==> config.mk <==
export PLATFORM = sky130hd
export DESIGN_NAME = taylor_series_control
export DESIGN_NICKNAME = d
export VERILOG_FILES = /design/src/rtl/taylor_series_control.sv
export SDC_FILE = /design/constraint.sdc
export NUM_CORES = 1
export LEC_CHECK = 0
export CELL_PAD_IN_SITES_DETAIL_PLACEMENT = 1
export CELL_PAD_IN_SITES_GLOBAL_PLACEMENT = 1
export CORE_ASPECT_RATIO = 1.5
export CORE_MARGIN = 3
export CORE_UTILIZATION = 36
export DETAILED_ROUTE_END_ITERATION = 10
export PLACE_DENSITY = 0.76
export SLEW_MARGIN = 20
export SYNTH_ARGS = -nofsm -noshare
export SYNTH_HDL_FRONTEND = slang
export SYNTH_SLANG_ARGS = --single-unit
==> constraint.sdc <==
create_clock -name CLK -period 1.9 [get_ports CLK]
set_input_delay 0.285 -clock CLK [delete_from_list [all_inputs] [get_ports CLK]]
set_output_delay 0.285 -clock CLK [all_outputs]
set_load 0.005 [all_outputs]
==> src/rtl/taylor_series_control.sv <==
// Taylor-series sequencer for the exponential unit.
// Steps one shared multiplier and an accumulating adder through NUM_TERMS
// terms (power multiply, coefficient multiply, accumulate). It also provides
// a start/ack result handshake, an abort input and a coefficient ROM index.
// Outputs are a Moore decode of the state. They are registered from the
// next state, so they change on the same edge as the state itself.
module taylor_series_control #(
  parameter int NUM_TERMS = 4,
  parameter int TERM_W    = 3,
  parameter int MUL_LAT   = 1
) (
  input  logic              CLK,
  input  logic              rst,
  input  logic              start,
  input  logic              abort,
  input  logic              out_ack,
  output logic              ready,
  output logic              busy,
  output logic              output_ready,
  output logic              acc_clr,
  output logic              mul_ss,
  output logic              mul_ss_en,
  output logic              add_ss_en,
  output logic [TERM_W-1:0] term_idx
);

  localparam logic [2:0] S_IDLE   = 3'd0;
  localparam logic [2:0] S_LOAD   = 3'd1;
  localparam logic [2:0] S_POW    = 3'd2;
  localparam logic [2:0] S_WAIT_P = 3'd3;
  localparam logic [2:0] S_COEF   = 3'd4;
  localparam logic [2:0] S_WAIT_C = 3'd5;
  localparam logic [2:0] S_ADD    = 3'd6;
  localparam logic [2:0] S_DONE   = 3'd7;

  // The wait counter is loaded with MUL_LAT-1. It runs down to zero, which
  // gives exactly MUL_LAT idle cycles.
  localparam logic [3:0]        WAIT_INIT = (MUL_LAT > 0) ? 4'(MUL_LAT - 1) : 4'd0;
  localparam logic [TERM_W-1:0] LAST_TERM = TERM_W'(NUM_TERMS - 1);

  // Output vector order: {ready, busy, output_ready, acc_clr, mul_ss, mul_ss_en, add_ss_en}
  localparam logic [6:0] OUT_RESET = 7'b1000000;

  logic [2:0]        state_q, state_d;
  logic [TERM_W-1:0] term_q, term_d;
  logic [3:0]        wcnt_q, wcnt_d;
  logic [6:0]        out_q;

  // Moore output decode for a given state.
  function automatic logic [6:0] decode_outputs(input logic [2:0] st);
    logic [6:0] o;
    case (st)
      S_IDLE:   o = 7'b1000000;
      S_LOAD:   o = 7'b0101000;
      S_POW:    o = 7'b0100110;
      S_WAIT_P: o = 7'b0100000;
      S_COEF:   o = 7'b0100010;
      S_WAIT_C: o = 7'b0100000;
      S_ADD:    o = 7'b0100001;
      S_DONE:   o = 7'b0010000;
      default:  o = 7'b1000000;
    endcase
    return o;
  endfunction

  // Next-state, term index and wait counter logic; abort overrides everything.
  always_comb begin
    state_d = state_q;
    term_d  = term_q;
    wcnt_d  = wcnt_q;
    if (abort) begin
      // In IDLE this also blocks a simultaneous start.
      state_d = S_IDLE;
      term_d  = '0;
      wcnt_d  = 4'd0;
    end else begin
      case (state_q)
        S_IDLE: begin
          if (start) begin
            state_d = S_LOAD;
            term_d  = '0;
          end else begin
            state_d = S_IDLE;
          end
        end
        S_LOAD: state_d = S_POW;
        S_POW: begin
          if (MUL_LAT > 0) begin
            state_d = S_WAIT_P;
            wcnt_d  = WAIT_INIT;
          end else begin
            state_d = S_COEF;
          end
        end
        S_WAIT_P: begin
          if (wcnt_q == 4'd0) begin
            state_d = S_COEF;
          end else begin
            wcnt_d = wcnt_q - 4'd1;
          end
        end
        S_COEF: begin
          if (MUL_LAT > 0) begin
            state_d = S_WAIT_C;
            wcnt_d  = WAIT_INIT;
          end else begin
            state_d = S_ADD;
          end
        end
        S_WAIT_C: begin
          if (wcnt_q == 4'd0) begin
            state_d = S_ADD;
          end else begin
            wcnt_d = wcnt_q - 4'd1;
          end
        end
        S_ADD: begin
          // The index advances only here, so it stops at the last term.
          if (term_q == LAST_TERM) begin
            state_d = S_DONE;
          end else begin
            term_d  = term_q + {{(TERM_W-1){1'b0}}, 1'b1};
            state_d = S_POW;
          end
        end
        S_DONE: begin
          if (out_ack) begin
            state_d = S_IDLE;
            term_d  = '0;
          end else begin
            state_d = S_DONE;
          end
        end
        default: begin
          state_d = S_IDLE;
          term_d  = '0;
          wcnt_d  = 4'd0;
        end
      endcase
    end
  end

  // State registers, plus outputs registered from the decode of the next state.
  always_ff @(posedge CLK or posedge rst) begin
    if (rst) begin
      state_q <= S_IDLE;
      term_q  <= '0;
      wcnt_q  <= 4'd0;
      out_q   <= OUT_RESET;
    end else begin
      state_q <= state_d;
      term_q  <= term_d;
      wcnt_q  <= wcnt_d;
      out_q   <= decode_outputs(state_d);
    end
  end

  assign ready        = out_q[6];
  assign busy         = out_q[5];
  assign output_ready = out_q[4];
  assign acc_clr      = out_q[3];
  assign mul_ss       = out_q[2];
  assign mul_ss_en    = out_q[1];
  assign add_ss_en    = out_q[0];
  assign term_idx     = term_q;

endmodule
; ---- Word-level counts from Yosys, hierarchy flattened
; Memories as Yosys holds them, arrays and structs flattened. A register that Yosys moved wholly into a read port is not among the register bits.
; Index checks and enable logic that the tools add are counted.
[word_totals]
romBits = 56
regBits = 10
output_inout_bits = 10
mem_count = 1
[op_classes]
mux = 15
reduce_logical = 8
add_sub_neg = 2
eq_ne = 12
[memory_table]
columns = name, depth, word_bits, rd, rd_ports_with_merged_regs, write_ports, line
row1 = (name not given), 8, 7, 1, 1, 0, 52  ; case (st)
[ops]
columns = cell, count
row1 = 2-to-1 mux 3 bit, 9
row2 = one-hot mux 3 bit (8 select lines), 1
row3 = == test 3 bit (second input constant), 4
row4 = inequality test 3 bit (second input constant), 4
row5 = == test 3 x 2 -> 1 bit (second input constant), 3
row6 = one-hot mux 3 bit (3 select lines), 1
row7 = 2-to-1 mux 4 bit, 2
row8 = one-hot mux 4 bit (2 select lines), 1
row9 = logical NOT 4 bit, 1
row10 = AND reduction 4 bit, 1
row11 = nonzero test 4 bit, 1
row12 = OR reduction 2 bit, 2
row13 = subtractor 4 x 1 -> 4 bit (second input constant), 1
row14 = adder 3 x 1 -> 3 bit (second input constant), 1
row15 = == test 3 x 1 -> 1 bit (second input constant), 1
row16 = logical NOT 3 bit, 1
row17 = nonzero test 3 bit, 1
row18 = AND reduction 2 bit, 1
row19 = 2-to-1 mux 1 bit, 1

; ---- Longest topological paths before layout
; Gate-level depths: netlist of the first run.
[logic_depth]
ltp_word = 4
ltp_mapped = 7
mapped_depth_nobuf = 7

; ---- Worst setup path before layout of the first run
; Ideal clock, no wire load.
[synth_path]
kind = reg-to-reg
from = reg wcnt_q[0]
to = reg out_q[5]
path_slack_ns = 0.000
n_path_buf = 0
path_stages_with_launch = 8
t_arrival_ns = 1.775
cell_sequence = dfrtp_1 inv_1 ha_1 or3b_4 o21ai_2 a31oi_4 or2_4 mux2_2
[synth_via]
elab_chain_cells = 4
elab_cells_between_ends = 5
[synth_lines]
columns = element, line
row1 = start: declaration, 46  ; logic [3:0] wcnt_q, wcnt_d;
row2 = start signal: assignment, 153  ; wcnt_q <= wcnt_d;
row3 = logical NOT 4 bit *, "96, 111"
row4 = 2-to-1 mux 3 bit (on tied branches), "111, 96"
row5 = one-hot mux 3 bit (8 select lines) *, 77  ; case (state_q)
row6 = 2-to-1 mux 3 bit *, 71  ; if (abort) begin
row7 = via state_d[1], 44  ; logic [2:0] state_q, state_d;
row8 = end: declaration, 47  ; logic [6:0] out_q;
; The timed path passes the listed nets; every way through them passes the cells marked *.
; A chain may end at the register's enable or synchronous reset.

; ---- Final worst setup path of the first run
; Ends and elaborated chain as after synthesis.

==> reports/qor.yml, run 1 <==
timing:
  max_freq_ghz: 0.514
  fin_tns_setup_ns: -0.111
  skew_ns: 0.00965
  fin_crit_ns: 1.94
  setup_violations: 3
  setup_slack_ns: -0.0443
  worstMarginPinSlew_ns: 0.637
  grt_setup_unrepaired: "yes"
  finalCritPeriodShare: 1.02
  maxSlewViolCount: 0
  maxSlewHeadroom: 0.575
  hold_viol: 0
drt:
  first_pass_iters: 4
  drt_drc_violations_left: 0
  avgViaCountPerCell: 5.40
  drt_wl_total_um: 2280
  num_vias: 799
  avgRoutedWirePerCell_um: 15.4
  drt_iter0_drc: 18
  antenna_left: 0
die:
  io_pins: 15
  die_h_um: 68.0
  die-area_mm2: 0.00322
  rows: 21
  initial_core_util: 0.394
  coreArea_mm2: 0.00234
  die_w_um: 47.3
layout:
  diodes: 0
  fill_cells: 256
  synthToLayoutAreaGrowth_pct: 38.9
  seqCellArea_um2: 427
  postLayoutCoreUtil: 0.548
  drive_gt1_frac: 0.352
  multi_input_area_um2: 470
  fin_nets: 135
synthesis:
  async_flop_share: 1.00
  synth_cells: 90
  synth_most_common_cell: "dfrtp_1"
  synthTopCellsByArea: "dfrtp_1 (43%), ha_1 (5.4%), nor2_1 (4.5%)"
  synth-seq-cells: 17
  synth_top_area_cell: "dfrtp_1"
  ys.flop_type: "dfrtp_1"
  ys_types: 36
  synth-edff-count: 0
  synth_fp_nets: 99
  synth_common_cells: "dfrtp_1 (16), nor2_1 (11), inv_1 (8)"
  yosysTopAreaCellShare: 0.434
  ys_seq_area_frac: 0.463
  yosysWarnings: 0
  syn_area_per_cell_um2: 10.2
  syn-cell-area_um2: 922
clock_network:
  clock_latency_ns: 0.31
  numClockSinks: 17
  clk_pin_slew_worst_paths_ns: 0.11
  cts_made_buffers: 3
  cts_max_path_buffers: 2
  h-tree-depth: 1
  cts_tree: "yes"
  cts_root_buffer: "clkbuf_4"
  cts-hold-fix-buffers: 0
job:
  drv_cap: 0
grt:
  use_met1: 0.202
  grt_pass1_vias: 890
  grt.busiest_layer: "met2"
  grt_overflow: 0
  grt_max_degree: 18
  use_met3: 0.0342
  globalRouteMet2Util: 0.305
  gr-usage-all-layers: 0.179
  grt_pass1_wl_um: 4030
  antenna_found_initial: 0
critical_path:
  setup.worst_path.class: "reg2reg"
  worstSetupStartpointType: "register"
  worst-path-stages: 7
  cpLargestDelayFamily: "simple AND/OR/NAND/NOR gates"
  path_cells: "inv_2, ha_4, or3b_4, o21ai_4, a31oi_4, or2_4, mux2_4"
  cp_max_fo: 3
  critical_path_arrival_ns: 2.14
  path_buf_inv: 1
  endpoint_kind: "register"
  slowest_stage: "dfrtp_1"
  r2r.worst_path.cells: 7
  slowest_delay_ns: 0.40
  critPathRequiredTime_ns: 2.09
run_status:
  violations: "setup timing"
  status: "finished with violations"
min_path:
  min_path_type: "in2async"
power_and_ir_drop:
  power_density_mw_per_mm2: 608
  p_leak_nw: 0.577
  peakVddDrop_v: 0.000398
place:
  gp_congestion: 0.833
  portBuffers: 14
  place_hpwl_um: 1710
sequential cells by signal (all words and copies together) (netlist names):
name and flops:
out_q 7, state_q 3, term_idx 3, wcnt_q 4
power breakdown:
group / switching, W / internal (W)
registers: 0.0000167 / 0.000384
clock network: 0.000124 / 0.0000787
logic: 0.0000766 / 0.0000990
cells in the final DEF (no fill, tap or decap), types with 2 or more instances in the layout:
| master | instances |
|---|---|
| a21oi_1 | 3 |
| inv_1 | 6 |
| ha_1 | 3 |
| or2_2 | 2 |
| nor2_1 | 11 |
| nor3_2 | 2 |
| nand2_1 | 6 |
| nor2b_1 | 3 |
| dfrtp_1 | 16 |
| clkbuf_4 | 3 |
| nor3_1 | 3 |
| clkdlybuf4s50_1 | 14 |
| o21ai_0 | 4 |
| buf_4 | 21 |
| inv_2 | 2 |
worst paths after layout:
kind                        startpoint  slack (ns)           to
setup / recovery             wcnt_q[0]       -0.04     out_q[5]
hold / removal                     rst        0.35  term_idx[0]
setup reg to reg             wcnt_q[0]       -0.04     out_q[5]
hold reg to reg            term_idx[2]        0.53  term_idx[2]
max in group asynchronous          rst        1.13     out_q[2]
min in group CLK           term_idx[2]        0.53  term_idx[2]
cell families after synthesis:
| kind of cell | synth area share |
|---|---|
| AND/OR/NAND/NOR | 0.250 |
| adder cells (fa/ha/maj) | 0.0651 |
| multiplexers | 0.0122 |
| buffers and inverters | 0.0733 |
| XOR/XNOR | 0.00950 |
| flip-flops | 0.463 |
| AO/OA/AOI/OAI | 0.128 |
through the flow:
stage	setup WS (ns)	std cells	instance area [µm²]	hold WS, ns	total power [W]
5_1_grt	-0.113	148	1280	0.393	0.000819
4_1_cts	-0.0617	147	1260	0.375	0.000781
2_1_floorplan	0.0000705	90	922	0.210	0.000493
6_report	-0.0443	148	1280	0.347	0.000779
3_3_place_gp	-0.0757	139	1170	0.488	0.000557
3_5_place_dp	-0.136	139	1170	0.513	0.000562
what timing repair did:
action,CTS,global route
pin swaps,3,1
cloned,0,0
endpoints found under the setup margin,6,6
buffers inserted,4,1
resized for setup,8,2
routing by layer:
metal  share of wire  vias to the layer above
li1                -                      377
met4           0.019                        0
met5               0                        -
met1            0.40                      405
met3           0.021                        6
met2            0.56                       11
cell type report:
type,instances,area share
Inverter,8,0.0234
Clock inverter,1,0.00391
Tap cell,23,0.0225
Timing Repair Buffer,35,0.232
Sequential cell,17,0.333
Multi-Input combinational cell,61,0.367
Clock buffer,3,0.0176
(Power assumes the default switching activity.)
==> inputs of run 2 (changes only) <==
--- a/config.mk
+++ b/config.mk
@@ -5,13 +5,15 @@
 export SDC_FILE = /design/constraint.sdc
 export NUM_CORES = 1
 export LEC_CHECK = 0
+export ABC_AREA = 1
 export CELL_PAD_IN_SITES_DETAIL_PLACEMENT = 1
 export CELL_PAD_IN_SITES_GLOBAL_PLACEMENT = 1
 export CORE_ASPECT_RATIO = 1.5
 export CORE_MARGIN = 3
-export CORE_UTILIZATION = 36
+export CORE_UTILIZATION = 34
 export DETAILED_ROUTE_END_ITERATION = 10
 export PLACE_DENSITY = 0.76
+export RECOVER_POWER = 25
 export SLEW_MARGIN = 20
 export SYNTH_ARGS = -nofsm -noshare
 export SYNTH_HDL_FRONTEND = slang
==> run 2 against run 1 <==
The flow now finishes without violations. Wire length is 4.3% lower. Core utilization shrank 10 points. Total power is 5.5% higher. Critical path depth fell by 6. Flip-flop and latch count unchanged. Maximum frequency rose by 22%. Clock skew down 0.0087 ns. Synthesized area down 1.5%. Critical path type is now reg2out. Largest cell class is now registers. Largest power group unchanged.
==> reports/qor.yml, run 2 <==
run_status:
  status: "complete, no violations"
critical_path:
  cpLargestDelayFamily: "flip-flops"
  reg2reg_from: "wcnt_q[0]"
  slowest_delay_ns: 0.53
  endpoint_kind: "output port"
  reg2reg_to: "out_q[5]"
  slowest_stage: "dfstp_2"
  crit_path_start: "out_q[6]"
  setup.worst_path.class: "reg2out"
  critPathRequiredTime_ns: 1.62
  cp-endpoint: "ready"
  path_buf_inv: 1
  r2r.worst_path.cells: 9
  worst-path-stages: 1
  cp_max_fo: 1
  critical_path_arrival_ns: 1.31
  worstSetupStartpointType: "register"
  rrSetupSlack_ns: 0.34
  path_cells: "clkdlybuf4s50_1"
grt:
  grt_max_degree: 18
  grt_pass1_vias: 879
  gr-usage-all-layers: 0.153
  antenna_found_initial: 0
  use_met1: 0.162
  use_met3: 0.0156
  globalRouteMet2Util: 0.279
  grt_pass1_wl_um: 3750
  grt.busiest_layer: "met2"
  grt_overflow: 0
drt:
  avgRoutedWirePerCell_um: 13.4
  drt_drc_violations_left: 0
  antenna_left: 0
  num_vias: 783
  drt_iter0_drc: 13
  avgViaCountPerCell: 4.80
  first_pass_iters: 4
  drt_wl_total_um: 2180
clock_network:
  h-tree-depth: 1
  cts_made_buffers: 3
  cts-hold-fix-buffers: 0
  cts_root_buffer: "clkbuf_4"
  clock_latency_ns: 0.30
  clk_pin_slew_worst_paths_ns: 0.10
  cts_max_path_buffers: 2
  cts_resized: 0
  post_cts_buffers: 0
  cts_tree: "yes"
  numClockSinks: 17
synthesis:
  synthTopCellsByArea: "dfrtp_1 (44%), nand2_1 (10%), nand3_1 (6.1%)"
  synth-edff-count: 0
  synth_most_common_cell: "nand2_1"
  synth_cells: 109
  async_flop_share: 1.00
  synth_top_area_cell: "dfrtp_1"
  ys_types: 22
  yosysWarnings: 0
  synth_fp_nets: 118
  syn-cell-area_um2: 908
  syn_area_per_cell_um2: 8.33
  yosysTopAreaCellShare: 0.441
  ys.flop_type: "dfrtp_1"
  ys_seq_area_frac: 0.470
  synth_common_cells: "nand2_1 (25), dfrtp_1 (16), inv_1 (12)"
  synth-seq-cells: 17
layout:
  largest_reg_flops: 7
  synthToLayoutAreaGrowth_pct: 23.4
  drive_gt1_frac: 0.197
  largest_register: "out_q"
  final_common_cell: "nand2_1"
  postLayoutCoreUtil: 0.448
  fin_nets: 137
  layout_common_cells: "nand2_1 (25), dfrtp_1 (16), clkdlybuf4s50_1 (13), inv_1 (12), nand3_1 (11)"
  diodes: 0
  reg_top3: "out_q x7, wcnt_q x4"
timing:
  fin_tns_setup_ns: 0
  skew_ns: 0.000906
  hold_viol: 0
  grt_setup_unrepaired: "no"
  worstMarginPinSlew_ns: 0.671
  max_freq_ghz: 0.627
  fin_crit_ns: 1.60
  maxSlewHeadroom: 0.552
  holdWs_ns: 0.506
  setup_violations: 0
  finalCritPeriodShare: 0.840
  maxSlewViolCount: 0
die:
  coreArea_mm2: 0.00250
  die-area_mm2: 0.00334
  initial_core_util: 0.363
  die_w_um: 48.2
  io_pins: 15
  die_h_um: 69.3
  rows: 22
min_path:
  min_path_type: "in2async"
power_and_ir_drop:
  peakVddDrop_v: 0.000515
  p_leak_nw: 0.579
  power_density_mw_per_mm2: 733
place:
  gp_congestion: 0.860
  portBuffers: 14
  place_hpwl_um: 1780
job:
  drv_cap: 0
==> run 2: cell count changes in the layout (fill, tap and decap cells not counted), moves of 3 or more <==
| cell | previous run | this run |
|---|---|---|
| buf_4 | 21 | 0 |
| nand2_2 | 0 | 6 |
| nor2b_1 | 3 | 0 |
| nor2_1 | 11 | 7 |
| inv_2 | 2 | 6 |
| nand2_1 | 6 | 25 |
| nor3_1 | 3 | 0 |
| inv_1 | 6 | 12 |
| nand3_1 | 1 | 11 |
==> run 2: per-layer routing <==
metal | vias up | share of wire | routed length [µm]
met1 | 383 | 0.36 | 786
met3 | 5 | 0.021 | 45
met4 | 0 | 0.017 | 37
met2 | 13 | 0.60 | 1310
met5 | - | 0 | 0
li1 | 382 | - | -
==> run 2: per-stage QoR <==
stage          instance area (µm²)  setup WS, ns  total power (W)  cells
5_1_grt                       1120         0.147         0.000873    163
3_5_place_dp                  1090         0.262         0.000630    159
4_1_cts                       1120         0.293         0.000833    163
2_1_floorplan                  908         0.502         0.000540    109
3_3_place_gp                  1090         0.344         0.000619    159
6_report                      1120         0.304         0.000822    163
==> run 2: how the worst min path moves through the flow <==
stage	slack [ns]	cells past startpoint	from	end
global route	0.54	2	rst	wcnt_q[0]
CTS	0.40	2	rst	wcnt_q[1]
global placement	0.53	1	term_idx[0]	term_idx[0]
detailed placement	0.55	1	term_idx[0]	term_idx[0]
finish	0.51	2	rst	wcnt_q[0]
floorplan	0.21	1	rst	out_q[0]
==> run 2: final cells by class <==
type	count	area, µm²
flip-flops and latches	17	427
repair buffers	14	140
well taps	36	45.0
fillers	297	1380
clock buffers	3	22.5
inverters	19	76.3
clock inverters	1	5.00
multi-input cells	73	405
==> run 2: cells by family (layout without fill, tap and decap cells) <==
family                     after synthesis  after routing  synth area share
xor gates and xnor gates                 2              2            0.0193
AOI/OAI and AO/OA                       10             10            0.0634
DFF                                     17             17             0.470
buffers and inverters                   19             37            0.0840
adders and majority gates                4              4            0.0551
and+or+nand+nor                         57             57             0.309
==> run 2: power by group <==
part | leakage [nW] | total [W] | switching (W) | internal [W]
clock network | 0.0177 | 0.000203 | 0.000124 | 0.0000786
logic | 0.333 | 0.000203 | 0.000118 | 0.0000856
registers | 0.228 | 0.000416 | 0.0000203 | 0.000395
==> inputs of run 3 (changes only) <==
==> constraint.sdc (replaced) <==
create_clock -name CLK -period 1.3 [get_ports CLK]
set_input_delay 0.195 -clock CLK [delete_from_list [all_inputs] [get_ports CLK]]
set_output_delay 0.195 -clock CLK [all_outputs]
set_load 0.005 [all_outputs]
==> run 3 against run 2 <==
The flow now finishes with violations (setup timing). Final cell count up 11%. Non-clock buffer count up 18. Via count is 9.3% higher. Die area did not move. Sequential share of layout area shrank 7.8 points. Clock power increased by 50%. Flip-flop and latch count is the same. Sequential power grew 47%.
==> reports/qor.yml, run 3 (same netlist as run 2, synthesis figures left out) <==
critical_path:
  endpoint_kind: "register"
  cp_max_fo: 4
  setup.worst_path.class: "reg2reg"
  slowest_delay_ns: 0.47
  worstSetupStartpointType: "register"
  critical_path_arrival_ns: 1.68
  path_cells: "nand2_4, inv_4, nor2_4, nand2_1, nand2_2, nor2_1, nor2_4, nand2_2, nand2_1, nand2_2"
  slowest_stage: "dfrtp_2"
  critPathRequiredTime_ns: 1.51
  crit_top_cell: "nand2_2"
run_status:
  violations: "setup timing"
  status: "finished with violations"
grt:
  grt_overflow: 0
  grt_pass1_vias: 966
  grt.busiest_layer: "met2"
  gr-usage-all-layers: 0.180
  use_met1: 0.182
  grt_pass1_wl_um: 4240
  antenna_found_initial: 0
  globalRouteMet2Util: 0.310
  grt_max_degree: 12
  use_met3: 0.0390
die:
  io_pins: 15
  die_h_um: 69.3
  rows: 22
  die-area_mm2: 0.00334
  die_w_um: 48.2
  coreArea_mm2: 0.00250
  initial_core_util: 0.363
power_and_ir_drop:
  p_leak_nw: 0.740
  power_density_mw_per_mm2: 946
  peakVddDrop_v: 0.000652
  p_switching_w: 0.000459
  power_frac_seq: 0.455
  clkPwrFrac: 0.227
  combPwrFrac: 0.318
  p_int_w: 0.000881
  netSwitchingFraction: 0.342
  p_total_w: 0.00134
layout:
  reg_top3: "out_q x7, wcnt_q x4"
  fill_cells: 288
  layout_common_cells: "buf_4 (17), nand2_1 (14), dfrtp_1 (14), inv_1 (10), nand2_2 (10)"
  postLayoutCoreUtil: 0.565
  synthToLayoutAreaGrowth_pct: 55.9
  fin_nets: 155
  drive_gt1_frac: 0.490
  final_cells: 181
  diodes: 0
  largest_register: "out_q"
  largest_reg_flops: 7
  final_common_cell: "buf_4"
timing:
  holdWs_ns: 0.248
  setup_violations: 10
  setup_slack_ns: -0.170
  maxSlewViolCount: 0
  skew_ns: 0.0115
  fin_crit_ns: 1.47
  hold_viol: 0
  worstMarginPinSlew_ns: 0.291
  finalCritPeriodShare: 1.13
  maxSlewHeadroom: 0.806
  grt_setup_unrepaired: "yes"
  max_freq_ghz: 0.680
clock_network:
  clock_latency_ns: 0.32
  cts_root_buffer: "clkbuf_4"
  cts_made_buffers: 3
  h-tree-depth: 1
  cts_max_path_buffers: 2
  cts_tree: "yes"
  clk_pin_slew_worst_paths_ns: 0.11
  numClockSinks: 17
place:
  portBuffers: 14
  place_hpwl_um: 1910
  place_inst: 174
  gp_congestion: 0.817
drt:
  avgViaCountPerCell: 4.73
  first_pass_iters: 2
  drt_wl_total_um: 2620
  num_vias: 856
  antenna_left: 0
  avgRoutedWirePerCell_um: 14.5
  drt_iter0_drc: 6
  drt_drc_violations_left: 0
min_path:
  min_path_type: "in2async"
job:
  drv_cap: 0
run 3: cell count changes in the layout (fill, tap and decap cells not counted), moves of 4 or more:
cell	change
nand2_2	+4
clkdlybuf4s50_1	-10
nor2_1	-5
nand2_4	+6
buf_4	+17
nand2_1	-11
dlygate4sd2_1	+8
run 3: timing repair:
item                                    in CTS  in global routing
pin swaps                                    4                 12
gates cloned                                 0                  0
endpoints found under the hold margin        0                  0
resized for setup                           26                 33
hold buffers                                 0                  0
endpoints found under the setup margin      25                 18
buffers inserted                             1                  3
run 3: area by class of cell:
class / count / area, µm² / area share
clock buffer: 3 / 22.5 / 0.0159
clock inverter: 1 / 5.00 / 0.00353
inverter: 19 / 86.3 / 0.0610
multi-input combinational: 73 / 563 / 0.398
sequential: 17 / 429 / 0.303
tap: 36 / 45.0 / 0.0318
timing repair buffer: 32 / 265 / 0.187
run 3: power by group through the flow:
stage               combinational [W]  clock [W]  sequential (W)
floorplan                    0.000174          0        0.000617
global placement             0.000339          0        0.000613
detailed placement           0.000350          0        0.000616
CTS                          0.000350   0.000323        0.000604
global route                 0.000470   0.000338        0.000617
finish                       0.000426   0.000304        0.000610
run 3: per-stage QoR:
step                      setup slack [ns]  area [µm²]  TNS [ns]
after floorplan                    -0.0179         918   -0.0366
after global placement              -0.125        1220    -0.782
after detailed placement            -0.152        1220     -1.33
after CTS                           -0.158        1300     -1.20
after global routing                -0.250        1420     -2.15
final                               -0.170        1420    -0.827
run 3: path summary, 6_finish.rpt:
path                             startpoint  slack, ns           to  depth (start not counted)
worst min register to register  term_idx[2]       0.63  term_idx[2]                          2
max in group asynchronous               rst       0.61   state_q[2]                          3
worst min-delay path                    rst       0.25     out_q[2]                          2
min in group CLK                      start       0.62   state_q[0]                          5
worst max-delay path             state_q[1]      -0.17     out_q[5]                         10
worst max register to register   state_q[1]      -0.17     out_q[5]                         10
run 3: worst max-delay path: cells and delay by family, from the launching register on:
kind / cells / cell delay [ns]
buffers and inverters: 1 / 0.05
DFF: 1 / 0.47
and+or+nand+nor: 9 / 0.84
run 3: metal layers:
layer  wire length [µm]  share of wire  up-vias
met1                940           0.36      422
met3                 72          0.027        6
met5                  0              0        -
met4                 73          0.028        0
li1                   -              -      414
met2               1540           0.59       14
==> RTL change 1: new RTL, settings of run 2 <==
The parameter `TERM_W` goes from 3 to 6.
--- a/src/rtl/taylor_series_control.sv
+++ b/src/rtl/taylor_series_control.sv
@@ -6,7 +6,7 @@
 // next state, so they change on the same edge as the state itself.
 module taylor_series_control #(
   parameter int NUM_TERMS = 4,
-  parameter int TERM_W    = 3,
+  parameter int TERM_W    = 6,
   parameter int MUL_LAT   = 1
 ) (
   input  logic              CLK,
Interface: changed (resized term_idx); port bits go from 15 to 18. The function was not compared with the original's and may differ.
==> RTL change 1 against run 2 <==
Sequential cell count rose by 3. Wire length rose by 24%. Design area rose by 28%. Total power rose by 72%. Die area rose by 23%. Worst setup slack got worse by 80 ps. Sequential power rose by 32%. Area after synthesis rose by 26%. Utilization rose by 0.30 points. Largest cell class is now multi-input gates. Synthesized cell count rose by 24%.
==> RTL change 1: results <==
[placement]
globalplace.congestion = 0.7109
port_buffers = 17
dpl-instance-area_sq_um = 1370

[route]
wl_met1_um = 1038
drt-initial-drc-count = 9
wl_met2_um = 1560
vias = 987

[synth]
ys_types = 23
yosysSeqAreaShare_pct = 43.78

[cells_and_area]
multi_input_area_sq_um = 550.5
drive_gt1_share_pct = 17.83
seq_cell_count = 20
inv_count = 22
layout.nets = 166
synthToLayoutAreaGrowth_pct = 25.44
final-seq-area_sq_um = 501.7
buf_share_pct = 12.62

[grt]
grt_pass1_wl_um = 4830
grtUsageMet2_pct = 28.99

[power_and_ir_drop]
peakVddDrop_uv = 666.7
powerSeq_uw = 551
totalPowerFinal_uw = 1417
power.share.clock_pct = 30.2
leakage_uw = 0.0007166

[setup_path]
crit_path_top_delay_cell = o21ai_0
cp_max_fo = 5
crit_family = compound AO/OA/AOI/OAI gates

[outcome]
outcome = finished, final reports clean

[sta]
fin_crit_ps = 1677
RTL change 1: worst paths after layout:
| check | startpoint | endpoint | slack (ps) | cells after the start |
|---|---|---|---|---|
| min in group asynchronous | rst | term_idx[4] | 800 | 3 |
| min reg2reg | wcnt_q[0] | wcnt_q[0] | 570 | 2 |
| max in group asynchronous | rst | out_q[1] | 450 | 3 |
| max reg2reg | wcnt_q[0] | wcnt_q[2] | 220 | 7 |
| max | wcnt_q[0] | wcnt_q[2] | 220 | 7 |
| min | wcnt_q[0] | wcnt_q[0] | 570 | 2 |
RTL change 1: logic make-up (layout without fill, tap and decap cells):
logic type | count (synthesis) | count (layout) | share of synthesized area [%]
AOI/OAI and AO/OA | 14 | 14 | 7.751
and+or+nand+nor | 72 | 72 | 34.61
adders and majority gates | 3 | 3 | 3.275
muxes | 1 | 1 | 0.8734
buffers and inverters | 23 | 45 | 8.188
xor gates and xnor gates | 2 | 2 | 1.529
DFF | 20 | 20 | 43.78
==> RTL change 2: new RTL, settings of run 2 <==
Made on the original files. Make the reset (`rst`) synchronous in one clocked block.
--- a/src/rtl/taylor_series_control.sv
+++ b/src/rtl/taylor_series_control.sv
@@ -141,7 +141,7 @@
   end
 
   // State registers, plus outputs registered from the decode of the next state.
-  always_ff @(posedge CLK or posedge rst) begin
+  always_ff @(posedge CLK) begin
     if (rst) begin
       state_q <= S_IDLE;
       term_q  <= '0;
Behaviour: differs if rst is asserted again (counterexample within 4 cycles, from zero or initial values and one cycle with rst high); with rst held inactive, the same outputs for 10 cycles.
==> RTL change 2 against run 2 <==
Sequential cell count stayed put. Area after synthesis shrank 4.7%. Cell count fell by 1.8%. Design area is 6.4% lower. Worst setup slack got worse by 8.9 ps. Wire length decreased by 6.4%. First-iteration DRC count decreased by 31%. Critical endpoint is now out_q[4].
Power is not compared: it rests on default switching activity, and its combinational part moved more than twofold at a synthesized area within 25%.
==> RTL change 2: results <==
[synth]
ys_types = 20
yosysSeqAreaShare_pct = 39.31
synthArstFlopShare_pct = 0
synth_area_leaders = dfxtp_1 (39%), nand2_1 (8.7%), nor2_1 (8.7%)
synth_top_cells_by_count = nand2_1 (20), nor2_1 (20), dfxtp_1 (17)

[setup_path]
crit_path_top_delay_cell = dfxtp_1
regToRegSetupSlack_ps = 300
r2r_end = out_q[4]
critPathArrivalTime_ps = 1830
cp_max_fo = 12
r2r_cells = 10
r2r_start = state_q[0]
crit_family = simple AND/OR/NAND/NOR gates
slowest_delay_ps = 610

[placement]
globalplace.congestion = 0.7202
hpwl_um = 1651
port_buffers = 14

[outcome]
outcome = finished, final reports clean

[cells_and_area]
drive_gt1_share_pct = 13.87
layout.nets = 146

[route]
routed_via_density = 5.038
drt-initial-drc-count = 9
first_pass_iters = 2

[sta]
worstMarginPinSlew_ps = 445.2
holdWs_ps = 472.2
finClkSkew_ps = 12.95

[worst_hold_path]
hp-class = register to register

[grt]
grt_usage_pct = 15.62
grt_pass1_vias = 854
grt_max_degree = 13

[clocking]
cts_max_level = 1
post_cts_buffers = 0
-- RTL change 2: worst max path at each step --
stage                 from           to
2_1_floorplan  term_idx[0]     out_q[5]
3_3_place_gp       out_ack     out_q[3]
3_5_place_dp       out_ack     out_q[5]
4_1_cts         state_q[0]     out_q[4]
5_1_grt         state_q[0]  term_idx[2]
6_report        state_q[0]     out_q[4]
-- RTL change 2: kinds of logic after synthesis --
logic type,count (synthesis),synth area share [%]
flip-flops,17,39.31
XOR/XNOR,2,2.023
AO/OA/AOI/OAI,11,6.791
buffers and inverters,18,8.670
adder cells (fa/ha/maj),3,4.336
AND/OR/NAND/NOR,69,38.87
-- RTL change 2: per-stage QoR --
step	instances	worst slack, ps
2_1_floorplan	120	503.6
6_report	160	295.0
3_5_place_dp	156	288.0
3_3_place_gp	156	303.0
5_1_grt	160	127.2
4_1_cts	160	256.1
-- RTL change 2: power groups by stage --
stage               Combinational (uW)  Clock, uW  Sequential [uW]
global placement                  82.8          0              383
global route                      95.3        222              377
floorplan                         51.1          0              380
finish                            82.3        203              375
CTS                               85.1        207              376
detailed placement                84.2          0              383
-- RTL change 2: routing by layer --
layer / track usage, % / wire length [um]
met5: 0 / 0
met1: 17.12 / 850
met2: 28.74 / 1131
met3: 2.933 / 45
met4: 4.844 / 14
-- RTL change 2: cell type report --
type	count	area (sq um)
Tap cell	23	28.78
Clock buffer	4	26.28
Timing Repair Buffer	14	140.1
Inverter	17	63.81
Multi-Input combinational cell	85	450.4
Sequential cell	17	340.3
Fill cell	302	1289
-- RTL change 2: tightest hold or removal path, stage by stage (launching register included) --
cell and delay (ps):
dfxtp_1 330, nand2_1 60, a21oi_1 50
